### src/rtl/ook_frame_ctrl.sv
// ook_frame_ctrl: schedules preamble / payload / guard-gap symbols onto the OOK DDS keying input.
// Define OOK_MANCHESTER_EN to send each payload bit as two Manchester half-symbols (1->10, 0->01).
module ook_frame_ctrl #(
   parameter int PER_W         = 16,
   parameter int PREAMBLE_SYMS = 8,
   parameter int GAP_SYMS      = 4
) (
   input  logic             clk,
   input  logic             rst,
   input  logic [PER_W-1:0] sym_period,
   input  logic [7:0]       data_in,
   input  logic             data_last,
   input  logic             data_valid,
   output logic             data_ready,
   output logic             ook_data,
   output logic             sym_strobe,
   output logic             busy,
   output logic             frame_done,
   output logic             underrun
);

   localparam int MAX_A    = (PREAMBLE_SYMS > 8) ? PREAMBLE_SYMS : 8;
   localparam int MAX_SYMS = (GAP_SYMS > MAX_A) ? GAP_SYMS : MAX_A;
   localparam int CNT_W    = $clog2(MAX_SYMS);

   localparam logic [CNT_W-1:0] PRE_LAST = CNT_W'(PREAMBLE_SYMS - 1);
   localparam logic [CNT_W-1:0] GAP_LAST = CNT_W'(GAP_SYMS - 1);
   localparam logic [CNT_W-1:0] BIT_LAST = CNT_W'(7);

   typedef enum logic [1:0] {S_IDLE, S_PREAMBLE, S_DATA, S_GAP} state_t;

   state_t           state, state_n;
   logic [PER_W-1:0] sym_cnt, sym_cnt_n;
   logic [PER_W-1:0] period, period_n;
   logic [CNT_W-1:0] bit_cnt, bit_cnt_n;
   logic [7:0]       hold, hold_n;
   logic [7:0]       shift, shift_n;
   logic             hold_last, hold_last_n;
   logic             hold_full, hold_full_n;
   logic             shift_last, shift_last_n;
   logic             ook_n, strobe_n, done_n, under_n;
   logic             wrap, bit_done, accept;
`ifdef OOK_MANCHESTER_EN
   logic             half, half_n;
`endif

   assign wrap   = (sym_cnt == period);
   assign accept = data_valid & data_ready;
   assign busy   = (state != S_IDLE);
`ifdef OOK_MANCHESTER_EN
   assign bit_done = wrap & half;
`else
   assign bit_done = wrap;
`endif

   always_comb begin
      state_n      = state;
      sym_cnt_n    = wrap ? '0 : sym_cnt + PER_W'(1);
      period_n     = period;
      bit_cnt_n    = bit_cnt;
      hold_n       = hold;
      hold_last_n  = hold_last;
      hold_full_n  = hold_full;
      shift_n      = shift;
      shift_last_n = shift_last;
      ook_n        = ook_data;
      strobe_n     = 1'b0;
      done_n       = 1'b0;
      under_n      = 1'b0;
`ifdef OOK_MANCHESTER_EN
      half_n       = half;
`endif

      case (state)
         S_IDLE: begin
            sym_cnt_n = '0;
            ook_n     = 1'b0;
            if (hold_full) begin
               period_n  = sym_period;
               state_n   = S_PREAMBLE;
               bit_cnt_n = '0;
               ook_n     = 1'b1;
               strobe_n  = 1'b1;
            end
         end

         // Preamble symbol k carries ~k[0]; the byte in hold is committed on the final boundary.
         S_PREAMBLE: begin
            if (wrap) begin
               strobe_n = 1'b1;
               if (bit_cnt == PRE_LAST) begin
                  state_n      = S_DATA;
                  bit_cnt_n    = '0;
                  shift_n      = hold;
                  shift_last_n = hold_last;
                  hold_full_n  = 1'b0;
                  ook_n        = hold[7];
`ifdef OOK_MANCHESTER_EN
                  half_n       = 1'b0;
`endif
               end else begin
                  bit_cnt_n = bit_cnt + CNT_W'(1);
                  ook_n     = bit_cnt[0];
               end
            end
         end

         S_DATA: begin
            if (wrap) begin
               strobe_n = 1'b1;
            end
`ifdef OOK_MANCHESTER_EN
            if (wrap && !half) begin
               half_n = 1'b1;
               ook_n  = ~shift[7];
            end
`endif
            if (bit_done) begin
`ifdef OOK_MANCHESTER_EN
               half_n = 1'b0;
`endif
               if (bit_cnt != BIT_LAST) begin
                  bit_cnt_n = bit_cnt + CNT_W'(1);
                  shift_n   = {shift[6:0], 1'b0};
                  ook_n     = shift[6];
               end else if (shift_last) begin
                  state_n   = S_GAP;
                  bit_cnt_n = '0;
                  ook_n     = 1'b0;
               end else if (hold_full) begin
                  bit_cnt_n    = '0;
                  shift_n      = hold;
                  shift_last_n = hold_last;
                  hold_full_n  = 1'b0;
                  ook_n        = hold[7];
               end else begin
                  // Host starved the serialiser: abandon the frame through the guard gap.
                  under_n   = 1'b1;
                  state_n   = S_GAP;
                  bit_cnt_n = '0;
                  ook_n     = 1'b0;
               end
            end
         end

         S_GAP: begin
            ook_n = 1'b0;
            if (wrap) begin
               if (bit_cnt == GAP_LAST) begin
                  state_n   = S_IDLE;
                  bit_cnt_n = '0;
                  sym_cnt_n = '0;
                  done_n    = 1'b1;
               end else begin
                  bit_cnt_n = bit_cnt + CNT_W'(1);
                  strobe_n  = 1'b1;
               end
            end
         end

         default: state_n = S_IDLE;
      endcase

      if (accept) begin
         hold_n      = data_in;
         hold_last_n = data_last;
         hold_full_n = 1'b1;
      end
   end

   always_ff @(posedge clk or negedge rst) begin
      if (!rst) begin
         state      <= S_IDLE;
         sym_cnt    <= '0;
         period     <= '0;
         bit_cnt    <= '0;
         hold       <= '0;
         hold_last  <= 1'b0;
         hold_full  <= 1'b0;
         shift      <= '0;
         shift_last <= 1'b0;
         ook_data   <= 1'b0;
         sym_strobe <= 1'b0;
         frame_done <= 1'b0;
         underrun   <= 1'b0;
         data_ready <= 1'b0;
`ifdef OOK_MANCHESTER_EN
         half       <= 1'b0;
`endif
      end else begin
         state      <= state_n;
         sym_cnt    <= sym_cnt_n;
         period     <= period_n;
         bit_cnt    <= bit_cnt_n;
         hold       <= hold_n;
         hold_last  <= hold_last_n;
         hold_full  <= hold_full_n;
         shift      <= shift_n;
         shift_last <= shift_last_n;
         ook_data   <= ook_n;
         sym_strobe <= strobe_n;
         frame_done <= done_n;
         underrun   <= under_n;
         data_ready <= ~hold_full_n;
`ifdef OOK_MANCHESTER_EN
         half       <= half_n;
`endif
      end
   end

endmodule

### config.mk
export PLATFORM = sky130hd
export DESIGN_NAME = ook_frame_ctrl
export DESIGN_NICKNAME = d
export VERILOG_FILES = /design/src/rtl/ook_frame_ctrl.sv
export SDC_FILE = /design/constraint.sdc
export NUM_CORES = 1
export LEC_CHECK = 0
export CORE_MARGIN = 5
export CORE_UTILIZATION = 50
export CTS_CLUSTER_DIAMETER = 100
export DETAILED_ROUTE_END_ITERATION = 16
export GPL_ROUTABILITY_DRIVEN = 0
export PLACE_DENSITY = 0.78
export SETUP_SLACK_MARGIN = 0.4
export SYNTH_ARGS = -nofsm -noshare
export SYNTH_HDL_FRONTEND = slang
export SYNTH_SLANG_ARGS = --single-unit
### constraint.sdc
create_clock -name clk -period 4.7 [get_ports clk]
set_input_delay 1.175 -clock clk [delete_from_list [all_inputs] [get_ports clk]]
set_output_delay 1.175 -clock clk [all_outputs]
set_load 0.02 [all_outputs]
==> flow_summary.rst <==
.. list-table::
   :header-rows: 1

   * - Metric
     - Value
   * - Finished Cell Area
     - 3530 µm²
   * - Cell area after synthesis
     - 2930 µm²
   * - Largest vdd supply drop
     - 0.288 mV
   * - Final worst path period share
     - 0.618
   * - Count of boundary I/O pins
     - 34
   * - Post-detail-place hpwl
     - 3.88 mm
   * - Post-synthesis register bit count
     - 60
   * - Max-slew headroom
     - 0.225
   * - Number of antenna violations at the first check in global routing
     - 0
   * - Cell with the largest stage delay on the worst path
     - clkdlybuf4s50_1
   * - Final Hold Viols
     - 0
   * - Count of buffers added by post-CTS timing repair for setup
     - 0
   * - Net count of the mapped netlist
     - 287
   * - Std-Cell Core Area
     - 5610 µm²
   * - Insertion delay to the later sink of the worst-skew pair
     - 0.33 ns
   * - Kind of capture point of the worst setup path
     - output port
   * - Starting utilization of the core area
     - 0.522
   * - Maximum capacitance violations
     - 0
   * - Vias per inst
     - 5.38
   * - Yosys warns
     - 0
   * - Die outline height
     - 86.5 µm
   * - CTS Buffer Depth
     - 2
   * - Area contributors post-synth
     - dfrtp_1, mux2_2, xor2_1
   * - Root buffer selected by CTS
     - clkbuf_8
   * - Maximum number of pins on one net before global-route repair
     - 41
   * - Via count of the first global-routing pass
     - 2,028
   * - Most common cell after layout, fill and taps aside
     - dfrtp_1
   * - Routed wire per std cell
     - 15.2 µm
   * - N_diodes
     - 0
   * - Routed Antenna Nets
     - 0
   * - Clk sink count
     - 60
   * - Met3 usage in global routing
     - 0.0304
   * - Total number of vias
     - 1,957
   * - Initial DRT Pass Iterations
     - 4
   * - Die Footprint
     - 7490 µm²
   * - Outcome
     - finished, final reports clean
   * - Critical path buffer and inverter count
     - 3
   * - Post-CTS Hold Fix Bufs
     - 0
   * - Critical Setup Path Class
     - register to output port
   * - Share of synthesized area occupied by flip-flops and latches
     - 0.513
   * - CTS buffer count
     - 9
   * - Total placed instance area
     - 3310 µm²
   * - Worst path max stage delay
     - 0.59 ns
   * - Post-CTS sizing
     - 0
   * - Crit path from
     - state[0]$_DFFE_PN0P_
   * - Clock-pin slew on the worst setup and hold paths
     - 0.07 ns
   * - Number of nets in the layout
     - 325
   * - Number of standard-cell rows in the floorplan
     - 27
   * - Library cells used by synthesis
     - 39
   * - Commonest register cell after synthesis
     - dfrtp_1
   * - Chip Width
     - 86.5 µm
   * - Worst-Margin Slew
     - 1.15 ns
   * - Number of enable-type register cells in the synthesized netlist
     - 0
   * - Power density of the placed cells
     - 592 nW/µm²
   * - Crit path time final
     - 2.90 ns
   * - Fraction of the core area covered by cells at the end of the flow
     - 0.629
   * - Share of final-layout standard cells stronger than drive strength 1
     - 0.216
   * - Global routing met2 resource utilization
     - 0.250
   * - Top cell by count, worst path
     - inv_1
   * - Count of input and output buffers
     - 33
   * - WP data arrival
     - 1.73 ns
   * - Achievable frequency
     - 344 MHz
   * - Area leader, netlist
     - dfrtp_1
   * - Critical path cell sequence
     - inv_1 > ha_1 > inv_1 > clkdlybuf4s50_1
   * - Wire length of the first global-routing pass
     - 9.76 mm
   * - Top cell family by delay on the critical path
     - buffers and inverters
   * - Path category of the worst min-delay check
     - register to register
   * - Unrepaired setup endpoints after global routing
     - false
   * - Largest fanout on the critical path
     - 4
   * - RR Startpoint
     - sym_cnt[5]$_DFF_PN0_
   * - Drt first-iter violations
     - 128
   * - Type of origin of the critical path
     - register
   * - Final worst clock skew
     - 0.00918 ns
   * - Grt total ovfl
     - 0
   * - Req. time, crit path
     - 3.52 ns
   * - Clock tree from TritonCTS
     - built
   * - Static leakage
     - 0.00156 µW
   * - Global routing usage on met1
     - 0.230
   * - Cells after Synth
     - 249
   * - Asr flop ratio synth
     - 1.00
   * - CTS HTree Levels
     - 3
   * - Most utilized layer in the global route result
     - met2
   * - Most frequent cells in the layout
     - dfrtp_1, mux2_2, clkdlybuf4s50_1, nor2_1, xor2_1
   * - DRC
     - 0
   * - Total wirelength of the detailed-routed design
     - 5.54 mm
   * - Avg Cell Area, Syn
     - 11.8 µm²
   * - Hold Crit Start
     - data_ready$_DFF_PN0_
   * - Finish-stage setup viols
     - 0
   * - Overall Global Routing Usage
     - 0.167
   * - Setup TNS after final layout
     - 0 ns
   * - Post-synthesis to final-layout area growth
     - 20.6%
   * - Final-report max-slew violation count
     - 0
   * - Fraction of post-synthesis cell area in the top cell type by area
     - 0.513
==> layer usage <==
| metal | part of all wire | up-vias |
|---|---|---|
| met4 | 0.018 | 0 |
| met5 | 0 | - |
| li1 | - | 941 |
| met2 | 0.46 | 46 |
| met1 | 0.48 | 961 |
| met3 | 0.043 | 9 |
==> cells in the mapped netlist (2+ instances only) <==
cell       count
mux2_2        43
dfrtp_1       60
nor3_1         5
nand4_1        3
nor3b_1        2
a2bb2oi_1      2
a21oi_1        5
xnor2_1       10
xor2_1        20
ha_1          10
nor2_1        23
clkbuf_1       3
nand2b_1       3
nor4_1         6
o31ai_1        2
inv_1          8
nand3_1        5
nand2_1       17
and3_1         2
==> worst reg2reg max path, delay by kind of cell, from the launching register on <==
kind / cells / cell delay (ns)
mux: 1 / 0.40
simple gates: 2 / 0.86
xor+xnor: 1 / 0.18
flops: 1 / 0.43
compound gates: 1 / 0.72
==> state kept, by name, indices dropped and copies added (netlist names), 2 cells and up <==
signal,flops
state,2
bit_cnt,3
period,16
hold,8
sym_cnt,16
shift,7
==> cell families (layout without fill, tap and decap cells) <==
logic type / after synthesis / after routing / synth area share
flops: 60 / 60 / 0.513
fa+ha+maj: 10 / 10 / 0.0427
simple gates: 71 / 71 / 0.118
buf+inv: 15 / 58 / 0.0226
mux: 43 / 43 / 0.165
xor+xnor: 30 / 30 / 0.0897
compound gates: 20 / 20 / 0.0487
==> final cells by class <==
class	count	area (µm²)
fill	455	2080
sequential	60	1500
multi-input combinational	174	1360
timing repair buffer	34	333
clock buffer	9	124
clock inverter	7	91.3
tap	72	90.1
inverter	8	30.0
==> final timing paths <==
kind,cells past startpoint,slack (ns),to
min in group asynchronous,1,0.96,period[5]$_DFFE_PN0P_
worst max register to register,5,1.99,bit_cnt[0]$_DFFE_PN0P_
worst max-delay path,4,1.80,busy
worst min register to register,1,0.50,data_ready$_DFF_PN0_
max in group asynchronous,2,2.95,state[1]$_DFFE_PN0P_
worst min-delay path,1,0.50,data_ready$_DFF_PN0_
==> through the flow <==
stage	setup WS (ns)	cells	power, µW	hold WS (ns)
after floorplan	2.72	249	1380	0.446
after global placement	2.14	348	1560	0.481
after detailed placement	2.08	348	1590	0.486
after CTS	1.77	364	2110	0.497
after global routing	1.68	364	2230	0.515
final	1.80	364	2090	0.496
==> where the power goes <==
group / switching, µW / total (µW) / internal, µW
registers: 132 / 814 / 682
logic: 381 / 773 / 392
clock network: 205 / 501 / 296
total: 718 / 2090 / 1370
Power figures use the tool's default switching activity.
